$ cat src/rtl/bsg_tanh_postproc.sv
// Post-processing stage for the tanh divider. It rounds the Q(in_frac_p) quotient to
// Q(out_frac_p), clamps the result to +/-1.0, and buffers it in a 2-entry FIFO.
module bsg_tanh_postproc #(
  parameter int in_width_p  = 32,
  parameter int in_frac_p   = 16,
  parameter int out_width_p = 16,
  parameter int out_frac_p  = 14,
  parameter int cnt_width_p = 16
) (
  input  logic                   clk_i,
  input  logic                   reset_n_i,
  input  logic                   v_i,
  input  logic [in_width_p-1:0]  data_i,
  output logic                   ready_o,
  output logic                   v_o,
  output logic [out_width_p-1:0] data_o,
  output logic                   sat_o,
  input  logic                   yumi_i,
  output logic [cnt_width_p-1:0] count_o
);

  localparam int shift_lp = in_frac_p - out_frac_p;
  localparam int sum_w_lp = in_width_p + 1;
  localparam int ent_w_lp = out_width_p + 1;

  localparam logic [sum_w_lp-1:0] half_lp =
    {{(sum_w_lp-1){1'b0}}, 1'b1} << (shift_lp - 1);
  localparam logic signed [sum_w_lp-1:0] pos_lim_lp =
    {{(sum_w_lp-1){1'b0}}, 1'b1} << out_frac_p;
  localparam logic signed [sum_w_lp-1:0] neg_lim_lp = -pos_lim_lp;

  // Sign-extend by one bit before adding the rounding constant so that the
  // most positive input cannot wrap negative.
  logic [sum_w_lp-1:0]        sum;
  logic signed [sum_w_lp-1:0] rounded;
  logic signed [sum_w_lp-1:0] clamped;
  logic                       enq_sat;
  logic [ent_w_lp-1:0]        enq_entry;

  assign sum     = {data_i[in_width_p-1], data_i} + half_lp;
  assign rounded = $signed(sum) >>> shift_lp;

  always_comb begin
    clamped = rounded;
    enq_sat = 1'b0;
    if (rounded > pos_lim_lp) begin
      clamped = pos_lim_lp;
      enq_sat = 1'b1;
    end else if (rounded < neg_lim_lp) begin
      clamped = neg_lim_lp;
      enq_sat = 1'b1;
    end
  end

  assign enq_entry = {clamped[out_width_p-1:0], enq_sat};

  logic [1:0]             occ_reg;
  logic [1:0]             occ_next;
  logic                   wr_ptr_reg;
  logic                   rd_ptr_reg;
  logic                   ready_reg;
  logic [cnt_width_p-1:0] count_reg;
  logic                   enq;
  logic                   deq;
  logic [ent_w_lp-1:0]    entry_q [2];
  logic [ent_w_lp-1:0]    head;

  assign enq = v_i & ready_reg;
  assign deq = yumi_i & v_o;

  always_comb begin
    occ_next = occ_reg;
    if (enq && !deq)      occ_next = occ_reg + 2'd1;
    else if (!enq && deq) occ_next = occ_reg - 2'd1;
  end

  // ready is registered from the next occupancy: it stays low through reset,
  // rises on the first clock afterwards, and never depends on yumi_i combinationally.
  always_ff @(posedge clk_i or negedge reset_n_i) begin
    if (!reset_n_i) begin
      occ_reg    <= 2'd0;
      wr_ptr_reg <= 1'b0;
      rd_ptr_reg <= 1'b0;
      ready_reg  <= 1'b0;
      count_reg  <= '0;
    end else begin
      occ_reg   <= occ_next;
      ready_reg <= (occ_next != 2'd2);
      if (enq) wr_ptr_reg <= ~wr_ptr_reg;
      if (deq) begin
        rd_ptr_reg <= ~rd_ptr_reg;
        count_reg  <= count_reg + 1'b1;
      end
    end
  end

  for (genvar gi = 0; gi < 2; gi++) begin : g_entry
    logic [ent_w_lp-1:0] entry_reg;

    always_ff @(posedge clk_i or negedge reset_n_i) begin
      if (!reset_n_i) begin
        entry_reg <= '0;
      end else if (enq && (wr_ptr_reg == 1'(gi))) begin
        entry_reg <= enq_entry;
      end
    end

    assign entry_q[gi] = entry_reg;
  end

  assign head    = entry_q[rd_ptr_reg];
  assign ready_o = ready_reg;
  assign v_o     = (occ_reg != 2'd0);
  assign data_o  = head[ent_w_lp-1:1];
  assign sat_o   = head[0];
  assign count_o = count_reg;

endmodule

$ cat config.mk
export PLATFORM = sky130hd
export DESIGN_NAME = bsg_tanh_postproc
export DESIGN_NICKNAME = d
export VERILOG_FILES = /design/src/rtl/bsg_tanh_postproc.sv
export SDC_FILE = /design/constraint.sdc
export NUM_CORES = 1
export LEC_CHECK = 0
export ABC_AREA = 1
export BUFFER_PORTS_ARGS = -buffer_cell sky130_fd_sc_hd__buf_2
export CAP_MARGIN = 0
export CELL_PAD_IN_SITES_DETAIL_PLACEMENT = 0
export CELL_PAD_IN_SITES_GLOBAL_PLACEMENT = 1
export CORE_ASPECT_RATIO = 1.75
export CORE_MARGIN = 4
export CORE_UTILIZATION = 42
export DETAILED_ROUTE_END_ITERATION = 8
export GPL_TIMING_DRIVEN = 0
export PLACE_DENSITY = 0.92
export SETUP_SLACK_MARGIN = 0.4
export SYNTH_ARGS = -nofsm -noshare
export SYNTH_HDL_FRONTEND = slang
export SYNTH_SLANG_ARGS = --single-unit
$ cat constraint.sdc
create_clock -name clk_i -period 3.8 [get_ports clk_i]
set_input_delay 0.38 -clock clk_i [delete_from_list [all_inputs] [get_ports clk_i]]
set_output_delay 0.38 -clock clk_i [all_outputs]
set_load 0.005 [all_outputs]
==> results.cfg, run 1 <==
[yosys]
netlist_instances = 591
yosysSeqAreaShare_pct = 36.5
yosys_warnings = 0
synth_common_cells = 276 x nand2_1, 66 x nor2_1, 55 x dfrtp_1, 55 x inv_1, 32 x nand4_1
ys_seq_elements = 55
ys_types = 26
syn-num-nets = 630
ys.flop_type = dfrtp_1
synth_top_area_share_pct = 36.5
avgSynthCellArea_um2 = 6.38
synth.most_common_cell = nand2_1
syn_area_mm2 = 0.00377
synthTopCellsByArea = dfrtp_1 36%, nand2_1 27%, nor2_1 6.6%
ys_async_sr_fraction_pct = 100
yosysTopAreaCell = dfrtp_1
synth_edf_count = 0

[critical_path]
cp-end-kind = register
crit_family = simple AND/OR/NAND/NOR gates
slowest_stage = ha_1
arrival_ps = 2680
cp_max_fo = 10
critPathKind = in2reg
cp-start-kind = input pin
required_ps = 4030
crit_top_cell = nand2_1
path_buf_inv = 4
crit_chain = buf_2 -> ha_1 -> inv_2 -> nor2_4 -> nand2_4 -> nor2_4 -> nand2_1 -> nand2_1 -> nand3_1 -> nor2_1 -> nand2_1 -> nor2_1 -> nand2_1 -> nand2_1 -> buf_4 -> buf_6 -> nand4_1 -> nand2_1
max_stage_delay_ps = 330

[floorplanning]
die_w_um = 79.6
num_rows = 45
initial_core_util_pct = 43.2
fp.coreArea_mm2 = 0.00873
die_area_mm2 = 0.0106
die_y_um = 133
io_pins = 71

[global_route]
grt_pass1_vias = 3736
grt_pass1_wl_um = 16600
grt_max_degree = 56
grt.total_usage_pct = 19.9
antenna_found_initial = 0
overflow = 0

[power_and_ir_drop]
combPwrFrac_pct = 37.2
powerDensity_mw_per_mm2 = 489
netSwitchingFraction_pct = 37.4
p_switching_uw = 805
internal_power_mw = 1.35
pwr-share-seq_pct = 42.4
p_leak_nw = 2.44
p_clk_share_pct = 20.4
ir_worst_vdd_mv = 0.256

[clocking]
cts_tree = yes
cts_made_buffers = 5
ctsResizeCount = 0
cts.htree.levels = 2
insertion_delay_ps = 290
cts_hold_buf = 0
cts_root_buffer = clkbuf_16
clk_path_buf_depth = 2
clock_sinks = 55
postCtsSetupBuffers = 0
clk_pin_slew_worst_paths_ps = 70

[place]
place.gp.congestion = 0.957
portBuffers = 69
place_area_mm2 = 0.00426
hpwl_um = 8820

[timing]
max_clock_freq_mhz = 409
fin_crit_sh_pct = 64.4
setup_viol = 0
relSlewSlack_pct = 22.8
skew_ps = 4.60
slew_viol_final = 0
setup_tns_ps = 0
finalHoldViolCount = 0
worstMarginPinSlew_ps = 1160
rsz0062_at_grt = no
min_period_ps = 2450

[drt]
vias = 3849
drt_wl_total_um = 10400
drt_iter0_drc = 151
viasPerCell = 4.90
ant_nets = 0
drc = 0
wl_per_cell_um = 13.2
firstDrtPassIters = 4

[final_layout]
fin_nets = 706
register_area_mm2 = 0.00138
area_growth_syn_to_layout_pct = 16.8
diodes = 0
final_area_mm2 = 0.00441
n_fill_cell = 936
largest_register_ff_count = 34
multi_input_area_mm2 = 0.00210
drive_gt1_share_pct = 14.7

[status]
status = finished clean

[job]
drv_cap = 0

[min_path]
hold_path.class = in2async
==> per-stage QoR <==
step | cells | utilization [%] | power, mW | hold slack, ps | setup slack, ps
after floorplan | 591 | - | 1.41 | 84.4 | 1700
after global placement | 777 | 48.9 | 1.70 | 455 | 1080
after detailed placement | 777 | 48.9 | 1.74 | 458 | 1040
after CTS | 785 | 50.5 | 2.18 | 367 | 1350
after global routing | 785 | 50.5 | 2.34 | 438 | 1080
final | 785 | 50.5 | 2.15 | 319 | 1350
==> layout make-up <==
| type | instances | share of cell area (%) |
|---|---|---|
| plain buffers | 13 | 1.76 |
| clock buffers | 6 | 2.93 |
| clock inverters | 2 | 0.284 |
| inverters | 58 | 4.94 |
| multi-input cells | 465 | 47.7 |
| flip-flops and latches | 55 | 31.2 |
| well taps | 117 | 3.32 |
| repair buffers | 69 | 7.84 |
==> logic make-up after synthesis <==
kind of cell	after synthesis	synth area share, %
buffers and inverters	71	7.83
AND/OR/NAND/NOR	429	48.3
AO/OA/AOI/OAI	14	1.99
adder cells (fa/ha/maj)	3	0.995
flip-flops	55	36.5
XOR/XNOR	19	4.41
==> metal layers <==
| layer | routed length [um] | track usage [%] | vias up |
|---|---|---|---|
| met5 | 0 | 0 | - |
| met3 | 371 | 2.03 | 37 |
| met4 | 616 | 12.5 | 0 |
| li1 | - | - | 1998 |
| met1 | 3760 | 18.7 | 1717 |
| met2 | 5610 | 39.0 | 97 |
==> power by group through the flow <==
stage	combinational [mW]	sequential (mW)	clock, mW
after floorplan	0.509	0.904	0
after global placement	0.788	0.914	0
after detailed placement	0.812	0.925	0
after CTS	0.818	0.914	0.453
after global routing	0.927	0.941	0.469
final	0.800	0.913	0.439
==> path summary, 6_finish.rpt <==
check	from	endpoint	slack (ps)	cells past startpoint
worst min register to register	count_o[15]	count_o[15]	460	1
min in group clk_i	v_i	wr_ptr_reg	400	4
worst max-delay path	data_i[1]	g_entry[0].entry_reg[10]	1350	18
worst max register to register	occ_reg[0]	count_o[15]	1450	11
max in group asynchronous	reset_n_i	g_entry[0].entry_reg[10]	2770	1
worst min-delay path	reset_n_i	g_entry[0].entry_reg[1]	320	1
==> cell usage in the layout (no fill, tap or decap) <==
| cell | synthesis | final |
|---|---|---|
| clkinv_1 | 2 | 2 |
| a21oi_1 | 2 | 2 |
| nor2_1 | 66 | 66 |
| o21ai_0 | 9 | 9 |
| dfrtp_1 | 55 | 55 |
| inv_2 | 1 | 1 |
| buf_6 | 3 | 3 |
| clkbuf_1 | 7 | 8 |
| buf_4 | 1 | 1 |
| inv_1 | 55 | 55 |
| nor2_4 | 4 | 4 |
| clkinvlp_4 | 0 | 1 |
| ha_1 | 3 | 3 |
| and2_1 | 1 | 1 |
| nand2_4 | 1 | 1 |
| nor3_1 | 4 | 4 |
| nand3b_1 | 7 | 7 |
| nor2_2 | 6 | 6 |
| clkbuf_16 | 0 | 5 |
| nand3_1 | 28 | 28 |
| nand2_2 | 4 | 4 |
| xor2_1 | 10 | 10 |
| o21ai_1 | 1 | 1 |
| buf_2 | 2 | 71 |
| xnor2_1 | 9 | 9 |
| nand4_1 | 32 | 32 |
| o21bai_1 | 2 | 2 |
| clkinv_2 | 0 | 1 |
| nand2_1 | 276 | 276 |
Power figures use the tool's default switching activity.
==> run 2, diff against run 1 <==
- CORE_UTILIZATION: 42 -> 35
- PLACE_DENSITY: 0.92 -> 0.82
- clock period: 3.8 -> 2.1 ns (I/O delays scaled with it)
==> run 2 against run 1 <==
Critical path depth is 1 higher. First-iteration DRC count rose by 19%. Sequential power increased by 82%. Die area increased by 18%. Final cell count rose by 5.6%. Via count grew 3.9%. Largest power group unchanged. Highest routed layer unchanged.
==> results.cfg, run 2 (synthesized netlist as in run 1, its figures left out) <==
[clocking]
cts.htree.levels = 2
insertion_delay_ps = 290
cts_made_buffers = 5
clk_pin_slew_worst_paths_ps = 70
cts_tree = yes
clk_path_buf_depth = 2
clock_sinks = 55
cts_root_buffer = clkbuf_16

[drt]
drt_wl_total_um = 11300
vias = 3999
firstDrtPassIters = 4
drt_iter0_drc = 179
viasPerCell = 4.82
drc = 0
ant_nets = 0
wl_per_cell_um = 13.6

[floorplanning]
initial_core_util_pct = 36.2
fp.coreArea_mm2 = 0.0104
io_pins = 71
num_rows = 49
die_y_um = 145
die_w_um = 86.5
die_area_mm2 = 0.0126

[global_route]
antenna_found_initial = 0
grt_pass1_wl_um = 18100
grt_pass1_vias = 3804
grt_max_degree = 56
overflow = 0
grt.total_usage_pct = 17.9

[job]
drv_cap = 0

[power_and_ir_drop]
internal_power_mw = 2.56
p_leak_nw = 2.74
ir_worst_vdd_mv = 0.798
combPwrFrac_pct = 40.1
p_clk_share_pct = 19.6
pwr-share-seq_pct = 40.3
p_switching_mw = 1.57
powerDensity_mw_per_mm2 = 806
power_mw = 4.13
netSwitchingFraction_pct = 38.1

[final_layout]
mostFrequentLayoutCells = 252 x nand2_1, 62 x buf_2, 55 x dfrtp_1
final_common_cell = nand2_1
diodes = 0
final_util_pct = 49.2
area_growth_syn_to_layout_pct = 35.9
fin_nets = 740
final_area_mm2 = 0.00512
drive_gt1_share_pct = 29.5
largest_register_ff_count = 34
stdcell_count = 829

[timing]
setup_viol = 0
finalHoldViolCount = 0
worstMarginPinSlew_ps = 455
relSlewSlack_pct = 69.6
min_period_ps = 1880
skew_ps = 3.71
max_clock_freq_mhz = 531
fin_ws_ps = 218
fin_crit_sh_pct = 89.6
fin_hold_ws_ps = 235
slew_viol_final = 0
rsz0062_at_grt = yes
setup_tns_ps = 0

[critical_path]
cp-end-kind = register
cp_max_fo = 10
critPathKind = in2reg
cp-start-kind = input pin
arrival_ps = 2110
required_ps = 2330

[status]
status = finished clean

[min_path]
hold_path.class = in2reg

[place]
pre_cts_slack_ps = -277
portBuffers = 69
hpwl_um = 8950
place.gp.congestion = 0.892
place_area_mm2 = 0.00435
dpl.cell_count = 787
## run 2: changes by cell type in the layout (fill, tap and decap cells not counted), moves of 5 or more
cell,delta
clkbuf_4,+5
nand2_2,+13
nand3_1,-5
nor2_1,-29
nor2_4,+11
nand2_1,-24
nor2_2,+18
buf_4,+31
nand2_4,+11
buf_2,-9
## run 2: worst paths after layout
| check | startpoint | end | slack, ps | depth (start not counted) |
|---|---|---|---|---|
| max | data_i[1] | g_entry[0].entry_reg[13] | 220 | 19 |
| min | v_i | wr_ptr_reg | 230 | 4 |
| min in group asynchronous | reset_n_i | g_entry[0].entry_reg[4] | 350 | 2 |
| min reg2reg | count_o[15] | count_o[15] | 470 | 1 |
| max in group asynchronous | reset_n_i | count_o[14] | 1210 | 3 |
| max reg2reg | occ_reg[0] | count_o[14] | 370 | 13 |
## run 2: metal layers
metal	up-vias	share of wire, %	track usage [%]
li1	2059	-	-
met1	1815	35	18.5
met2	99	56	34.2
met3	26	3.9	1.70
met4	0	4.7	8.81
met5	-	0	0
## run 2: worst max-delay path, cell delays in order
cell and delay (ps):
buf_8 80, ha_4 160, inv_4 40, nor2_4 190
nand2_4 100, nor2_4 160, buf_4 130, nand2_1 50
nand2_2 100, nand3_1 80, nor2_1 80, nand2_1 50
nor2_1 90, nand2_1 70, nand2_2 90, buf_6 120
buf_8 120, nand4_1 100, nand2_1 100
## run 2: power groups by stage
stage	clock network [mW]	logic (mW)	registers, mW
2_1_floorplan	0	0.958	1.64
3_3_place_gp	0	1.47	1.66
3_5_place_dp	0	1.51	1.68
4_1_cts	0.835	1.61	1.66
5_1_grt	0.860	1.90	1.72
6_report	0.812	1.66	1.66
## run 2: area by class of cell
cell class / instances / area (um2)
Fill cell: 1083 / 5300
Buffer: 13 / 97.6
Sequential cell: 55 / 1380
Tap cell: 127 / 159
Inverter: 58 / 226
Multi-Input combinational cell: 465 / 2460
Clock buffer: 6 / 129
Timing Repair Buffer: 103 / 666
Clock inverter: 2 / 12.5
## run 2: timing repair
item | CTS | global route
gates cloned | 1 | 0
endpoints found under the hold margin | 0 | 14
gates resized for setup | 45 | 73
hold buffers | 0 | 1
setup endpoints to repair | 55 | 51
pin swaps | 27 | 40
buffers inserted | 15 | 16
